**config.mk**
```make
export PLATFORM = sky130hd
export DESIGN_NAME = switch_led_sequencer
export DESIGN_NICKNAME = d
export VERILOG_FILES = /design/src/rtl/switch_led_sequencer.sv
export SDC_FILE = /design/constraint.sdc
export NUM_CORES = 1
export LEC_CHECK = 0
export BUFFER_PORTS_ARGS = -buffer_cell sky130_fd_sc_hd__buf_2
export CORE_AREA = 2 2 131 133
export CTS_CLUSTER_SIZE = 12
export DETAILED_ROUTE_END_ITERATION = 6
export DIE_AREA = 0 0 133 135
export GPL_TIMING_DRIVEN = 0
export PLACE_DENSITY = 0.69
export RECOVER_POWER = 25
export SYNTH_ARGS = -nofsm -noshare
export SYNTH_HDL_FRONTEND = slang
export SYNTH_SLANG_ARGS = --single-unit
```
**constraint.sdc**
```tcl
create_clock -name i_clk -period 10.6 [get_ports i_clk]
set_input_delay 2.65 -clock i_clk [delete_from_list [all_inputs] [get_ports i_clk]]
set_output_delay 2.65 -clock i_clk [all_outputs]
set_load 0.1 [all_outputs]
```
**src/rtl/switch_led_sequencer.sv**
```systemverilog
// switch_led_sequencer: board-level controller for the 4-switch / 4-LED demo.
//   Synchronises and debounces four switches plus a mode button, then drives
//   the LEDs from one of four modes: LOGIC, CHASE, COUNT and TOGGLE.
//   The mode button steps LOGIC -> CHASE -> COUNT -> TOGGLE -> LOGIC.
//
// Parameters
//   DEBOUNCE_CYCLES  consecutive stable cycles before a new level is accepted (>=1)
//   TICK_CYCLES      prescaler period in clocks for chase/count steps (>=2)
//
// Ports
//   i_clk            system clock, single domain
//   i_rst            asynchronous active-high reset
//   i_switch_1..4    raw switch pins (asynchronous)
//   i_mode_btn       raw mode push-button (asynchronous)
//   o_led_1..4       registered LED drives
//   o_mode           current mode (only when SEQ_MODE_OUT_EN is defined)
//
// Build option
//   SEQ_MODE_OUT_EN  adds the o_mode port; LED/FSM behaviour is unchanged.

// One input lane: 2-flop synchroniser followed by a debounce counter.
module switch_led_sequencer_debounce #(
    parameter int DEBOUNCE_CYCLES = 250000
) (
    input  logic clk,
    input  logic rst,
    input  logic raw,
    output logic level
);
    localparam int CW = $clog2(DEBOUNCE_CYCLES + 1);

    logic [1:0]    sync;
    logic [CW-1:0] cnt;

    always_ff @(posedge clk or posedge rst) begin
        if (rst) begin
            sync  <= '0;
            cnt   <= '0;
            level <= 1'b0;
        end else begin
            sync <= {sync[0], raw};
            // Any cycle agreeing with the accepted level restarts the run,
            // so only a full run of mismatching cycles flips the level.
            if (sync[1] == level) begin
                cnt <= '0;
            end else if (cnt == CW'(DEBOUNCE_CYCLES - 1)) begin
                level <= ~level;
                cnt   <= '0;
            end else begin
                cnt <= cnt + CW'(1);
            end
        end
    end
endmodule

module switch_led_sequencer #(
    parameter int DEBOUNCE_CYCLES = 250000,
    parameter int TICK_CYCLES     = 12500000
) (
    input  logic       i_clk,
    input  logic       i_rst,
    input  logic       i_switch_1,
    input  logic       i_switch_2,
    input  logic       i_switch_3,
    input  logic       i_switch_4,
    input  logic       i_mode_btn,
`ifdef SEQ_MODE_OUT_EN
    output logic [1:0] o_mode,
`endif
    output logic       o_led_1,
    output logic       o_led_2,
    output logic       o_led_3,
    output logic       o_led_4
);
    localparam int NUM_IN = 5;
    localparam int PW     = $clog2(TICK_CYCLES);

    typedef enum logic [1:0] {
        M_LOGIC  = 2'd0,
        M_CHASE  = 2'd1,
        M_COUNT  = 2'd2,
        M_TOGGLE = 2'd3
    } mode_t;

    // Lane order: [4]=mode button, [3:0]=switch 4..1
    logic [NUM_IN-1:0] raw;
    logic [NUM_IN-1:0] db;
    logic [NUM_IN-1:0] db_d;
    logic [NUM_IN-1:0] press;

    assign raw = {i_mode_btn, i_switch_4, i_switch_3, i_switch_2, i_switch_1};

    for (genvar g = 0; g < NUM_IN; g++) begin : g_in
        switch_led_sequencer_debounce #(
            .DEBOUNCE_CYCLES(DEBOUNCE_CYCLES)
        ) u_db (
            .clk  (i_clk),
            .rst  (i_rst),
            .raw  (raw[g]),
            .level(db[g])
        );
    end

    assign press = db & ~db_d;

    logic [3:0] sw;
    logic       mode_press;
    assign sw         = db[3:0];
    assign mode_press = press[4];

    mode_t      mode;
    logic [PW-1:0] presc;
    logic       tick;
    logic [3:0] chase;     // one-hot {led4..led1}
    logic [3:0] count;
    logic [3:0] tog;
    logic [3:0] led_q;     // {led4..led1}

    assign tick = (presc == PW'(TICK_CYCLES - 1));

    // Mode FSM plus the per-mode state it owns. A mode press clears all
    // mode state and takes priority over any tick or switch press that
    // lands in the same cycle.
    always_ff @(posedge i_clk or posedge i_rst) begin
        if (i_rst) begin
            mode  <= M_LOGIC;
            db_d  <= '0;
            presc <= '0;
            chase <= 4'b0001;
            count <= '0;
            tog   <= '0;
            led_q <= '0;
        end else begin
            db_d <= db;

            if (mode_press) begin
                mode  <= mode_t'(mode + 2'd1);
                presc <= '0;
                chase <= 4'b0001;
                count <= '0;
                tog   <= '0;
            end else begin
                presc <= tick ? '0 : presc + PW'(1);
                if (tick && !sw[1]) begin
                    if (mode == M_CHASE)
                        chase <= sw[0] ? {chase[0], chase[3:1]}   // toward led1
                                       : {chase[2:0], chase[3]};  // toward led4
                    if (mode == M_COUNT)
                        count <= sw[0] ? count - 4'd1 : count + 4'd1;
                end
                if (mode == M_TOGGLE)
                    tog <= tog ^ press[3:0];
            end

            // LEDs follow the current mode's function, one cycle behind.
            case (mode)
                M_LOGIC:  led_q <= {^sw, sw[0] ^ sw[1], sw[0] | sw[1], sw[0] | sw[1]};
                M_CHASE:  led_q <= chase;
                M_COUNT:  led_q <= count;
                default:  led_q <= tog;
            endcase
        end
    end

    assign o_led_1 = led_q[0];
    assign o_led_2 = led_q[1];
    assign o_led_3 = led_q[2];
    assign o_led_4 = led_q[3];

`ifdef SEQ_MODE_OUT_EN
    assign o_mode = mode;
`endif
endmodule

```
==> results of run 1 <==
[final timing paths]
path | start | to | slack (ns)
min in group asynchronous | i_rst | g_in[1].u_db.cnt[8] | 2.28
max | led_q[3] | o_led_4 | 6.78
max reg2reg | g_in[0].u_db.cnt[0] | g_in[0].u_db.cnt[12] | 7.77
min reg2reg | g_in[2].u_db.sync[0] | g_in[2].u_db.sync[1] | 0.35
max in group asynchronous | i_rst | chase[0] | 7.48
min | g_in[2].u_db.sync[0] | g_in[2].u_db.sync[1] | 0.35
[cells by family after synthesis]
group	share of synthesized area [%]
AOI/OAI and AO/OA	8.94
adders and majority gates	2.50
xor gates and xnor gates	8.86
buffers and inverters	2.91
DFF	52.0
muxes	2.03
and+or+nand+nor	22.8
[per-layer routing]
metal	wire length (um)	GRT usage, %
met5	0	0
met4	145	5.73
met3	403	4.39
met2	6230	25.4
met1	6670	22.4
[sequential cells by signal, indices dropped and copies added (netlist names)]
signal	cells
count	4
chase	4
mode	2
tog	4
led_q	4
g_in.u_db.cnt	90
db_d	5
g_in.u_db.level	5
g_in.u_db.sync	10
presc	24
[power by group]
group          internal [mW]  switching [mW]  total (mW)  leakage [nW]
Sequential             0.587         0.00486       0.592          2.07
Combinational        0.00754          0.0213      0.0289         0.898
Clock                  0.370           0.248       0.618         0.297
Total                  0.964           0.274        1.24          3.27
[synth_stat cells, types with 4 or more instances]
cell type	count
o31ai_1	17
dfrtp_1	151
xor2_1	21
nand2b_1	4
nand3_1	36
o21ai_0	30
nor4b_1	4
nor4_1	24
mux2_2	7
or4_1	27
nand2_1	47
ha_1	13
a21oi_1	48
and3_1	5
clkbuf_1	19
nand4_1	20
or3_1	29
xnor2_1	53
nor3_1	9
inv_1	35
nor2_1	90
mux2i_1	7
o41ai_2	4
[area by class of cell]
class / count / area share (%)
Sequential cell: 152 / 46.2
Multi-Input combinational cell: 526 / 39.6
Clock buffer: 21 / 5.71
Tap cell: 220 / 3.34
Clock inverter: 11 / 1.65
Inverter: 35 / 1.65
Buffer: 21 / 0.987
Timing Repair Buffer: 11 / 0.941
[stage by stage]
step | power, mW | area [sq um]
floorplan | 0.623 | 7320
global placement | 0.632 | 7640
detailed placement | 0.633 | 7680
CTS | 1.26 | 8280
global route | 1.29 | 8240
finish | 1.24 | 8240
==> results.ini, run 1 <==
[status]
run_status=finished, violations left
violations=capacitance limit, slew limit

[drt]
drc=0
vias_per_cell=5.44
wirelength_um=13500
post_drt_wl_per_cell_um=13.5
dr.first_iter.drc_count=288
via_count=5420
drt_pre_antenna_iters=6
antenna_left=0

[global_route]
antenna_found_initial=0
grt_usage_pct=16.4
grt_max_degree=93
grt_pass1_vias=5222
grt_overflow=0
grt_pass1_wl_um=24100

[worst_setup_path]
end_kind=output pin
crit_fanout=1
path_class=reg2out
critPathRequiredTime_ns=7.95
crit_family=buffers and inverters
crit_cells=1
startpoint_type=flop
cpPeakStageDelay_ns=0.42
crit_chain=buf_2
critPathBufInv=1
reg2regPathDepth=5
arrival_ns=1.17
crit_path_top_delay_cell=buf_2

[timing]
fin_worst_skew_ns=0.00895
tns_ns=0
rsz0062_at_grt=false
fin_ws_ns=6.78
setup_violations=0
tightest_slew_ns=1.51
hold_ws_ns=0.348
min_period_ns=3.82
hold_viol_final=0
max_slew_margin_pct=-1.90
final-max-slew-violation-count=10
post-route-period-util_pct=36.0
achievable-frequency_mhz=262

[placement]
io_buffer_count=10
gp_congestion=0.817
detailedPlace.worstSlack_ns=6.96
dp.cells=965
place_hpwl_um=8930

[final_layout]
layout.nets=785
antennaDiodeCount=0
layout_common_cells=dfrtp_1, nor2_1, xnor2_1
final_util_pct=50.2
multi_input_area_sq_um=3260
fin_cells=997
n_fill_cell=1457
final-seq-area_sq_um=3800
area_delta_synth_final_pct=12.6
final_common_cell=dfrtp_1
layout-drive-gt1-share_pct=7.85

[die]
core_sq_um=16400
initial_utilization_pct=44.6
rows=47
pin_count=11
die_area_sq_um=18000
die_height_um=135
die_w_um=133

[clock_tree]
root_buffer=clkbuf_16
cts.clk_slew.worst_paths_ns=0.06
htree_levels=4
clock_path_buffers=2
cts_tree=yes
post_cts_buffers=0
clk_latency_ns=0.42
hold_buffers=0
cts_sinks=152
cts_resized=0
numCtsBuffers=17

[synth]
syn_nets=755
synth_ff_type=dfrtp_1
synth_area_sq_um=7320
avgSynthCellArea_sq_um=9.97
ys_types=42
synth_edf_count=0
ys_ff_latch=152
synthesis.instances=734
yosysTopAreaCellShare_pct=51.6
async_reset_ff_share_pct=100
seq_area_frac_synth_pct=52.0
yosys_warnings=0
synth_area_leaders=dfrtp_1, xnor2_1, nor2_1
synth_top_area_cell=dfrtp_1

[flow_run]
cap_violations=2

[min_path]
hold_depth=0
min_path_type=reg2reg

[power_and_ir_drop]
vdd_drop_max_mv=0.111
p_leak_nw=3.27
power_density_nw_per_um2=150

Note: power is estimated with default switching activity, not from simulation.
==> run 2: changes to the inputs <==
ABC_AREA = 1   (was default)
CORE_AREA = 2 2 139 141   (was 2 2 131 133)
DIE_AREA = 0 0 141 143   (was 0 0 133 135)
clock period = 3.8 ns   (was 10.6 ns; I/O delays follow)
==> run 2 against run 1 <==
Against the previous run: count of clock-buffer cells in the layout fell by 2; hold slack better by 0.0066 ns; register-to-register slack lost 6.1 ns; the flow now finishes without violations.
==> results.ini, run 2 <==
[status]
run_status=finished clean

[final_layout]
n_fill_cell=1774  ; +22%
final_common_cell=nand2_1
antennaDiodeCount=0  ; unchanged
area_delta_synth_final_pct=11.8
final_util_pct=49.5  ; -0.74 points
layout.nets=1117  ; +42%
fin_cells=1342  ; +35%
regMostFlops=g_in.u_db.cnt
layout_common_cells=nand2_1, nor2_1, dfrtp_1
layout-drive-gt1-share_pct=9.48  ; +1.6 points
largest_reg_flops=90  ; unchanged
top_regs=g_in.u_db.cnt x90, presc x24, g_in.u_db.sync x10

[drt]
drc=0  ; unchanged
post_drt_wl_per_cell_um=12.0  ; -11%
vias_per_cell=4.93  ; -9.3%
drt_pre_antenna_iters=5  ; -1
dr.first_iter.drc_count=354  ; +23%
antenna_left=0  ; unchanged
via_count=6614  ; +22%
wirelength_um=16200  ; +20%

[worst_setup_path]
crit_cells=1  ; unchanged
end_kind=output pin
r2r_setup_slack_ns=1.68  ; -6.09 ns
r2r_start=g_in[0].u_db.level
crit_family=buffers and inverters
crit_chain=buf_2
reg2reg_to=led_q[3]
crit_fanout=1  ; unchanged
critPathBufInv=1  ; unchanged
critPathRequiredTime_ns=2.85  ; -5.10 ns
crit_start=led_q[0]
arrival_ns=1.22  ; +0.05 ns
cpPeakStageDelay_ns=0.44  ; +0.02 ns
crit_path_top_delay_cell=buf_2
reg2regPathDepth=7  ; +2
path_class=reg2out
startpoint_type=flop
cp-endpoint=o_led_1

[global_route]
antenna_found_initial=0  ; unchanged
use_met2_pct=29.5  ; +4.2 points
grt_max_degree=39  ; -58%
use_met1_pct=22.9  ; +0.49 points
grt_usage_pct=17.5  ; +1.1 points
grt_overflow=0  ; unchanged
grt_pass1_vias=6432  ; +23%
busiest_layer=met2
globalRouteMet3Util_pct=3.72  ; -0.67 points
grt_pass1_wl_um=28800  ; +19%

[timing]
achievable-frequency_mhz=461
tns_ns=0  ; unchanged
rsz0062_at_grt=false
max_slew_margin_pct=21.9  ; +24 points
fin_worst_skew_ns=0.00707  ; -0.00189 ns
min_period_ns=2.17
setup_violations=0  ; unchanged
tightest_slew_ns=1.17  ; -0.344 ns
final-max-slew-violation-count=0  ; -10
post-route-period-util_pct=57.1
hold_viol_final=0  ; unchanged

[power_and_ir_drop]
p_leak_nw=4.18  ; +28%
total_power_mw=3.35  ; +170%
vdd_drop_max_mv=0.303  ; +170%
power_density_nw_per_um2=364  ; +140%

[synth]
synth_area_sq_um=8230  ; +12%
synth_area_leaders=dfrtp_1, nand2_1, nor2_1
ys_ff_latch=152  ; unchanged
yosysTopAreaCellShare_pct=45.9  ; -5.7 points
synthesis.instances=1063  ; +45%
synth_top_area_cell=dfrtp_1
syn_nets=1084  ; +44%
synth_ff_type=dfrtp_1
avgSynthCellArea_sq_um=7.74  ; -22%
synth_edf_count=0  ; unchanged
synth.most_common_cell=nand2_1
yosys-top-cells-count=nand2_1, nor2_1, dfrtp_1
yosys_warnings=0  ; unchanged
ys_types=42  ; unchanged
seq_area_frac_synth_pct=46.2  ; -5.8 points
async_reset_ff_share_pct=100  ; unchanged

[placement]
io_buffer_count=10  ; unchanged
place_hpwl_um=11900  ; +33%
gp_congestion=0.862  ; +5.5%
dp.cells=1311  ; +36%

[flow_run]
cap_violations=0  ; -2

[clock_tree]
clk_latency_ns=0.42  ; about the same
clock_path_buffers=2  ; unchanged
hold_buffers=0  ; unchanged
cts_resized=0  ; unchanged
cts.clk_slew.worst_paths_ns=0.06  ; about the same
cts_sinks=152  ; unchanged
post_cts_buffers=0  ; unchanged
numCtsBuffers=17  ; unchanged
cts_tree=yes
htree_levels=4  ; unchanged
root_buffer=clkbuf_16

[die]
die_w_um=141  ; +6.0%
pin_count=11  ; unchanged
initial_utilization_pct=44.3  ; -0.31 points
die_area_sq_um=20200  ; +12%
rows=50  ; +6.4%
die_height_um=143  ; +5.9%
core_sq_um=18600  ; +13%

[min_path]
min_path_type=reg2reg
hold_depth=0  ; unchanged

[run 2: changes by cell type in the layout (fill, tap and decap cells not counted), sizes merged, moves of 17 or more]
cell    previous run  this run
nor2              90       234
nor3               9        66
nand2             47       227
o31ai             17         0
inv               39       152
or3               32         0
nand3             38        65
xnor2             53         9
clkbuf            40        21
a21oi             48        21
nor4              24         3
or4               28         0
[run 2: area by class of cell]
cell class	instances	area (sq um)	area share, %
inverter	149	561	6.09
sequential	152	3800	41.4
timing repair buffer	14	130	1.41
clock inverter	12	121	1.32
clock buffer	19	433	4.71
tap	234	293	3.18
multi-input combinational	758	3830	41.7
buffer	4	23.8	0.258
[run 2: routing by layer]
metal / routed length, um / share of wire, %
met5: 0 / 0
met4: 218 / 1.3
met3: 426 / 2.6
met2: 7630 / 47
met1: 7890 / 49
[run 2: cell families after synthesis]
| family | synth area share [%] |
|---|---|
| AOI/OAI and AO/OA | 3.77 |
| xor gates and xnor gates | 4.68 |
| DFF | 46.2 |
| and+or+nand+nor | 36.0 |
| buffers and inverters | 7.13 |
| adders and majority gates | 2.22 |
[run 2: power breakdown]
| group | switching, mW | internal [mW] | total (mW) | leakage (nW) |
|---|---|---|---|---|
| clock network | 0.689 | 0.909 | 1.60 | 0.262 |
| registers | 0.0172 | 1.64 | 1.65 | 2.07 |
| logic | 0.0654 | 0.0284 | 0.0938 | 1.84 |
| total | 0.772 | 2.57 | 3.35 | 4.18 |
[run 2: per-stage QoR]
stage / hold slack, ns / worst slack [ns] / area [sq um]
after floorplan: 0.331 / 0.934 / 8230
after global placement: 0.333 / -0.0589 / 8580
after detailed placement: 0.341 / 1.70 / 8660
after CTS: 0.355 / 1.62 / 9210
after global routing: 0.361 / 1.48 / 9200
final: 0.355 / 1.63 / 9200
[run 2: worst min path at each step]
stage	from	to
6_report	g_in[0].u_db.sync[0]	g_in[0].u_db.sync[1]
2_1_floorplan	g_in[0].u_db.sync[0]	g_in[0].u_db.sync[1]
5_1_grt	g_in[3].u_db.sync[0]	g_in[3].u_db.sync[1]
4_1_cts	g_in[4].u_db.sync[0]	g_in[4].u_db.sync[1]
3_3_place_gp	g_in[4].u_db.sync[0]	g_in[4].u_db.sync[1]
3_5_place_dp	g_in[4].u_db.sync[0]	g_in[4].u_db.sync[1]
